File: config.mk
export PLATFORM = sky130hd
export DESIGN_NAME = seq_mult_hs
export DESIGN_NICKNAME = d
export VERILOG_FILES = /design/src/rtl/seq_mult_pkg.sv /design/src/rtl/ripple_adder_n.sv /design/src/rtl/seq_mult_hs.sv
export SDC_FILE = /design/constraint.sdc
export NUM_CORES = 1
export LEC_CHECK = 0
export CELL_PAD_IN_SITES_DETAIL_PLACEMENT = 0
export CELL_PAD_IN_SITES_GLOBAL_PLACEMENT = 1
export CORE_MARGIN = 2
export CORE_UTILIZATION = 46
export CTS_BUF_LIST = sky130_fd_sc_hd__clkbuf_4 sky130_fd_sc_hd__clkbuf_8
export CTS_CLUSTER_SIZE = 20
export DETAILED_ROUTE_END_ITERATION = 16
export PLACE_DENSITY_LB_ADDON = 0.05
export SKIP_CTS_REPAIR_TIMING = 1
export SKIP_LAST_GASP = 1
export SYNTH_ARGS = -nofsm -noshare
export SYNTH_HDL_FRONTEND = slang
export SYNTH_SLANG_ARGS = --single-unit
File: constraint.sdc
create_clock -name clk -period 10 [get_ports clk]
set_input_delay 2.5 -clock clk [delete_from_list [all_inputs] [get_ports clk]]
set_output_delay 2.5 -clock clk [all_outputs]
set_load 0.03 [all_outputs]
File: src/rtl/seq_mult_pkg.sv
// seq_mult_pkg: shared state codes and helpers for the shift-add multiplier
package seq_mult_pkg;

    localparam logic [1:0] IDLE = 2'd0;
    localparam logic [1:0] BUSY = 2'd1;
    localparam logic [1:0] DONE = 2'd2;

    function automatic int cnt_w(input int w);
        return $clog2(w + 1);
    endfunction

    // Magnitude of a w-bit operand held zero-extended in 32 bits; the most
    // negative value maps to 2^(w-1), which still fits in w unsigned bits.
    function automatic logic [31:0] abs_w(input logic [31:0] value, input logic signed_flag, input int w);
        return (signed_flag && value[w-1]) ? ~value + 32'd1 : value;
    endfunction

endpackage

File: src/rtl/ripple_adder_n.sv
// ripple_adder_n: N-bit ripple-carry adder built from half/full-adder gate equations
module ripple_adder_n #(
    parameter int N = 8
) (
    input  logic [N-1:0] a,
    input  logic [N-1:0] b,
    input  logic         cin,
    output logic [N-1:0] sum,
    output logic         cout
);

    logic [N:0] w_c;

    assign w_c[0] = cin;

    for (genvar i = 0; i < N; i++) begin : g_fa
        assign sum[i]     = a[i] ^ b[i] ^ w_c[i];
        assign w_c[i + 1] = (a[i] & b[i]) | (w_c[i] & (a[i] ^ b[i]));
    end

    assign cout = w_c[N];

endmodule

File: src/rtl/seq_mult_hs.sv
// seq_mult_hs: iterative shift-add N x N multiplier with valid/ready handshakes
module seq_mult_hs
    import seq_mult_pkg::*;
#(
    parameter int WIDTH = 8
) (
    input  logic                 clk,
    input  logic                 rst,
    input  logic                 in_valid,
    output logic                 in_ready,
    input  logic [WIDTH-1:0]     in_a,
    input  logic [WIDTH-1:0]     in_b,
    input  logic                 in_signed,
    output logic                 out_valid,
    input  logic                 out_ready,
    output logic [2*WIDTH-1:0]   out_p
);

    localparam int CNT_W = cnt_w(WIDTH);

    logic [1:0]           r_state;
    logic [CNT_W-1:0]     r_cnt;
    logic [WIDTH-1:0]     r_mcand;
    logic [WIDTH-1:0]     r_acc;
    logic [WIDTH-1:0]     r_mpl;
    logic                 r_neg;
    logic [2*WIDTH-1:0]   r_p;

    logic [WIDTH-1:0]     w_abs_a;
    logic [WIDTH-1:0]     w_abs_b;
    logic [WIDTH-1:0]     w_addend;
    logic [WIDTH-1:0]     w_sum;
    logic                 w_co;
    logic [2*WIDTH-1:0]   w_prod;
    logic [2*WIDTH-1:0]   w_neg_p;
    logic                 w_unused_neg_co;
    logic                 w_accept;

    assign in_ready  = (r_state == IDLE) | ((r_state == DONE) & out_ready);
    assign out_valid = (r_state == DONE);
    assign out_p     = r_p;
    assign w_accept  = in_valid & in_ready;

    assign w_abs_a   = WIDTH'(abs_w(32'(in_a), in_signed, WIDTH));
    assign w_abs_b   = WIDTH'(abs_w(32'(in_b), in_signed, WIDTH));
    assign w_addend  = r_mpl[0] ? r_mcand : '0;

    // {carry, sum, multiplier} shifted right by one: next accumulator in the top half
    assign w_prod    = {w_co, w_sum, r_mpl[WIDTH-1:1]};

    ripple_adder_n #(.N(WIDTH)) u_add (
        .a    (r_acc),
        .b    (w_addend),
        .cin  (1'b0),
        .sum  (w_sum),
        .cout (w_co)
    );

    ripple_adder_n #(.N(2*WIDTH)) u_neg (
        .a    (~w_prod),
        .b    ({(2*WIDTH){1'b0}}),
        .cin  (1'b1),
        .sum  (w_neg_p),
        .cout (w_unused_neg_co)
    );

    // Handshake FSM plus one shift-add iteration per BUSY cycle
    always_ff @(posedge clk) begin
        if (rst) begin
            r_state <= IDLE;
            r_cnt   <= '0;
            r_mcand <= '0;
            r_acc   <= '0;
            r_mpl   <= '0;
            r_neg   <= 1'b0;
            r_p     <= '0;
        end else if (w_accept) begin
            r_state <= BUSY;
            r_cnt   <= '0;
            r_mcand <= w_abs_a;
            r_mpl   <= w_abs_b;
            r_acc   <= '0;
            r_neg   <= in_signed & (in_a[WIDTH-1] ^ in_b[WIDTH-1]);
        end else if (r_state == BUSY) begin
            r_acc <= w_prod[2*WIDTH-1:WIDTH];
            r_mpl <= w_prod[WIDTH-1:0];
            r_cnt <= r_cnt + CNT_W'(1);
            if (r_cnt == CNT_W'(WIDTH - 1)) begin
                r_state <= DONE;
                r_p     <= r_neg ? w_neg_p : w_prod;
            end
        end else if (r_state == DONE && out_ready) begin
            r_state <= IDLE;
        end
    end

endmodule

==> impl_metrics.env <==
export IMPL_num_io_pins=39
export IMPL_hold_end="r_mcand[0]"
export IMPL_regArea_sq_um=940.9
export IMPL_ys_types=41
export IMPL_slew_viol_final=0
export IMPL_worst_path_max_delay_cell="clkdlybuf4s50_1"
export IMPL_ys_async_sr_fraction_pct=0
export IMPL_worstHoldStart="r_mcand[0]"
export IMPL_power_leakage_nw=1.132
export IMPL_routed_wl_mm=5.296
export IMPL_grt_max_degree=31
export IMPL_path_class="primary input to primary output"
export IMPL_finalInstanceArea_sq_mm=0.003141
export IMPL_critPathLaunchType="primary input"
export IMPL_cap_violations=0
export IMPL_design_die_area_sq_mm=0.006438
export IMPL_layout_commonest_cell="dfxtp_1"
export IMPL_synth_compound_area_share_pct=17.59
export IMPL_rows=27
export IMPL_reg2reg_slack_ns=5.93
export IMPL_viasPerCell=5.144
export IMPL_end_kind="primary output"
export IMPL_io_buffers=38
export IMPL_ant_nets=0
export IMPL_diodes=0
export IMPL_tritoncts="built"
export IMPL_rsz0062_at_grt="false"
export IMPL_area_growth_pct=17.45
export IMPL_status="completed"
export IMPL_synth_xor_area_share_pct=3.931
export IMPL_path_common_cell="clkdlybuf4s50_1"
export IMPL_worstReg2RegStart="r_mpl[0]"
export IMPL_gr_total_overflow=0
export IMPL_total_power_uw=383.3
export IMPL_fillCellCount=545
export IMPL_crit_fanout=4
export IMPL_clk_pin_slew_ns=0.08
export IMPL_initial_core_util_pct=47.97
export IMPL_synth_fp_nets=347
export IMPL_die_w_microns=80.24
export IMPL_gp_congestion=0.7539
export IMPL_htree_levels=2
export IMPL_reg2reg_to="out_p[14]"
export IMPL_drc=0
export IMPL_first_pass_iters=4
export IMPL_multi_input_comb_area_sq_mm=0.001540
export IMPL_cp_num_buf_inv=2
export IMPL_holdPathStages=2
export IMPL_vias=2068
export IMPL_cp_data_arrival_time_ns=3.90
export IMPL_grt_util_all_layers_pct=18.15
export IMPL_slowest_delay_ns=0.67
export IMPL_period_needed_ns=6.395
export IMPL_final_cell_mix="dfxtp_1 (47), nor2_1 (39), clkdlybuf4s50_1 (38), inv_1 (26)"
export IMPL_synth_top_family_by_area="compound AO/OA/AOI/OAI gates"
export IMPL_cts_sinks=47
export IMPL_dp_cells=396
export IMPL_setup_tns_ns=0
export IMPL_muxShareOfSynthArea_pct=6.738
export IMPL_die_h_microns=80.24
export IMPL_ys_flop_type="dfxtp_1"
export IMPL_grt_pass1_wl_mm=9.018
export IMPL_finClkSkew_ns=0.003536
export IMPL_synthAdderAreaFrac_pct=13.66
export IMPL_synth_edff_count=0
export IMPL_layout_cells_non_filler=402
export IMPL_max_freq_ghz=0.1564
export IMPL_ys_warnings_count=0
export IMPL_worstPathCellList="clkdlybuf4s50_1 > o21a_1 > clkdlybuf4s50_1"
export IMPL_dpl_cell_area_sq_mm=0.003064
export IMPL_synthesis_area_sq_mm=0.002674
export IMPL_cts_root_buf="clkbuf_8"
export IMPL_grt_pass1_vias=1963
export IMPL_synthSimpleGateAreaFrac_pct=15.68
export IMPL_clock_latency_ns=0.29
export IMPL_worstHoldPathType="flop to flop"
export IMPL_drive_gt1_share_pct=5.152
export IMPL_routedWlPerCell_microns=13.17
export IMPL_crit_family="buffers and inverters"
export IMPL_dp_hpwl_mm=3.916
export IMPL_syn_instance_count=301
export IMPL_synth_avg_cell_area_sq_um=8.883
export IMPL_first_iter_violations=57
export IMPL_finalSetupViolCount=0
export IMPL_final_nets=377
export IMPL_slew_headroom_pct=24.52
export IMPL_tightest_slew_ns=1.129
export IMPL_ir_drop_v=0.00006396
export IMPL_synth_seq_cells=47
export IMPL_cts_buffers=5
export IMPL_clock_path_buffers=2
export IMPL_fin_crit_sh_pct=63.95
export IMPL_ys_seq_area_share_pct=35.19
export IMPL_antenna_found_initial=0
export IMPL_hold_viol_final=0
export IMPL_r2r_cells=17
export IMPL_core_area_sq_mm=0.005574
export IMPL_worstPathRequired_ns=7.50
export IMPL_power_density_mw_per_mm2=122.0
==> synth_stat cells, types with 2 or more instances <==
master / number / share of area (%)
a211oi_1: 25 / 7.0
a21oi_1: 15 / 2.8
a311oi_1: 3 / 0.98
a31oi_1: 2 / 0.47
and2_1: 7 / 1.6
buf_2: 10 / 1.9
buf_4: 3 / 0.84
clkbuf_1: 3 / 0.42
dfxtp_1: 47 / 35
fa_1: 7 / 5.2
ha_1: 18 / 8.4
inv_1: 26 / 3.6
mux2i_1: 18 / 6.7
nand2_1: 25 / 3.5
nand2b_1: 3 / 0.70
nand3_1: 3 / 0.56
nand4_1: 2 / 0.47
nor2_1: 39 / 5.5
nor2b_1: 2 / 0.47
o211a_1: 2 / 0.75
o21ai_0: 8 / 1.5
o31ai_1: 2 / 0.56
o41ai_2: 2 / 1.2
or4_4: 2 / 0.84
xnor2_1: 5 / 1.6
xor2_1: 7 / 2.3
==> worst register-to-register path, stage by stage, from the launching register on <==
cell	delay, ns
dfxtp_1	0.39
and2_1	0.18
ha_1	0.17
inv_1	0.06
fa_1	0.17
fa_1	0.16
inv_1	0.05
fa_1	0.37
fa_1	0.39
fa_1	0.39
fa_1	0.36
inv_1	0.07
fa_1	0.46
ha_1	0.31
nand2_1	0.06
o21ai_0	0.10
mux2i_1	0.17
nor2_1	0.05
==> per-stage QoR <==
stage	hold WS [ns]	util [%]	worst slack (ns)
4_1_cts	0.4572	56.34	3.604
3_3_place_gp	0.4410	54.97	3.622
3_5_place_dp	0.4456	54.97	3.611
6_report	0.4546	56.34	3.605
5_1_grt	0.4794	56.34	3.537
2_1_floorplan	0.4317	-	4.722
==> final cells by class <==
type,instances,share of cell area (%)
well taps,72,2.869
flip-flops and latches,47,29.96
clock buffers,6,2.430
multi-input cells,211,49.04
inverters,26,3.108
repair buffers,40,12.59
==> report_power, final <==
group	total, mW	internal (mW)	switching (mW)
clock	0.109	0.0495	0.0594
combinational	0.0731	0.0330	0.0402
sequential	0.201	0.195	0.00653
==> flip-flops by register name (all words and copies together) (netlist names) <==
register / count
r_neg: 1
r_mcand: 8
r_cnt: 4
r_state: 2
out_p: 16
r_mpl: 8
r_acc: 8
==> cell families after synthesis <==
logic type               Yosys count
buffers and inverters             43
adder cells (fa/ha/maj)           25
AO/OA/AOI/OAI                     65
multiplexers                      18
XOR/XNOR                          12
flip-flops                        47
AND/OR/NAND/NOR                   91
==> how the worst max path moves through the flow <==
stage / start / endpoint / slack (ns) / cells past startpoint
after floorplan: out_ready / in_ready / 4.72 / 1
after global placement: out_ready / in_ready / 3.62 / 3
after detailed placement: out_ready / in_ready / 3.61 / 3
after CTS: out_ready / in_ready / 3.60 / 3
after global routing: out_ready / in_ready / 3.54 / 3
final: out_ready / in_ready / 3.60 / 3
==> per-layer routing <==
| layer | global-route usage [%] | vias up | share of wire (%) |
|---|---|---|---|
| met1 | 25.07 | 925 | 52 |
| met2 | 28.33 | 40 | 42 |
| met4 | 6.271 | 0 | 1.8 |
| met3 | 3.483 | 10 | 3.5 |
| li1 | - | 1093 | - |
| met5 | 0 | - | 0 |
Power figures use the tool's default switching activity.
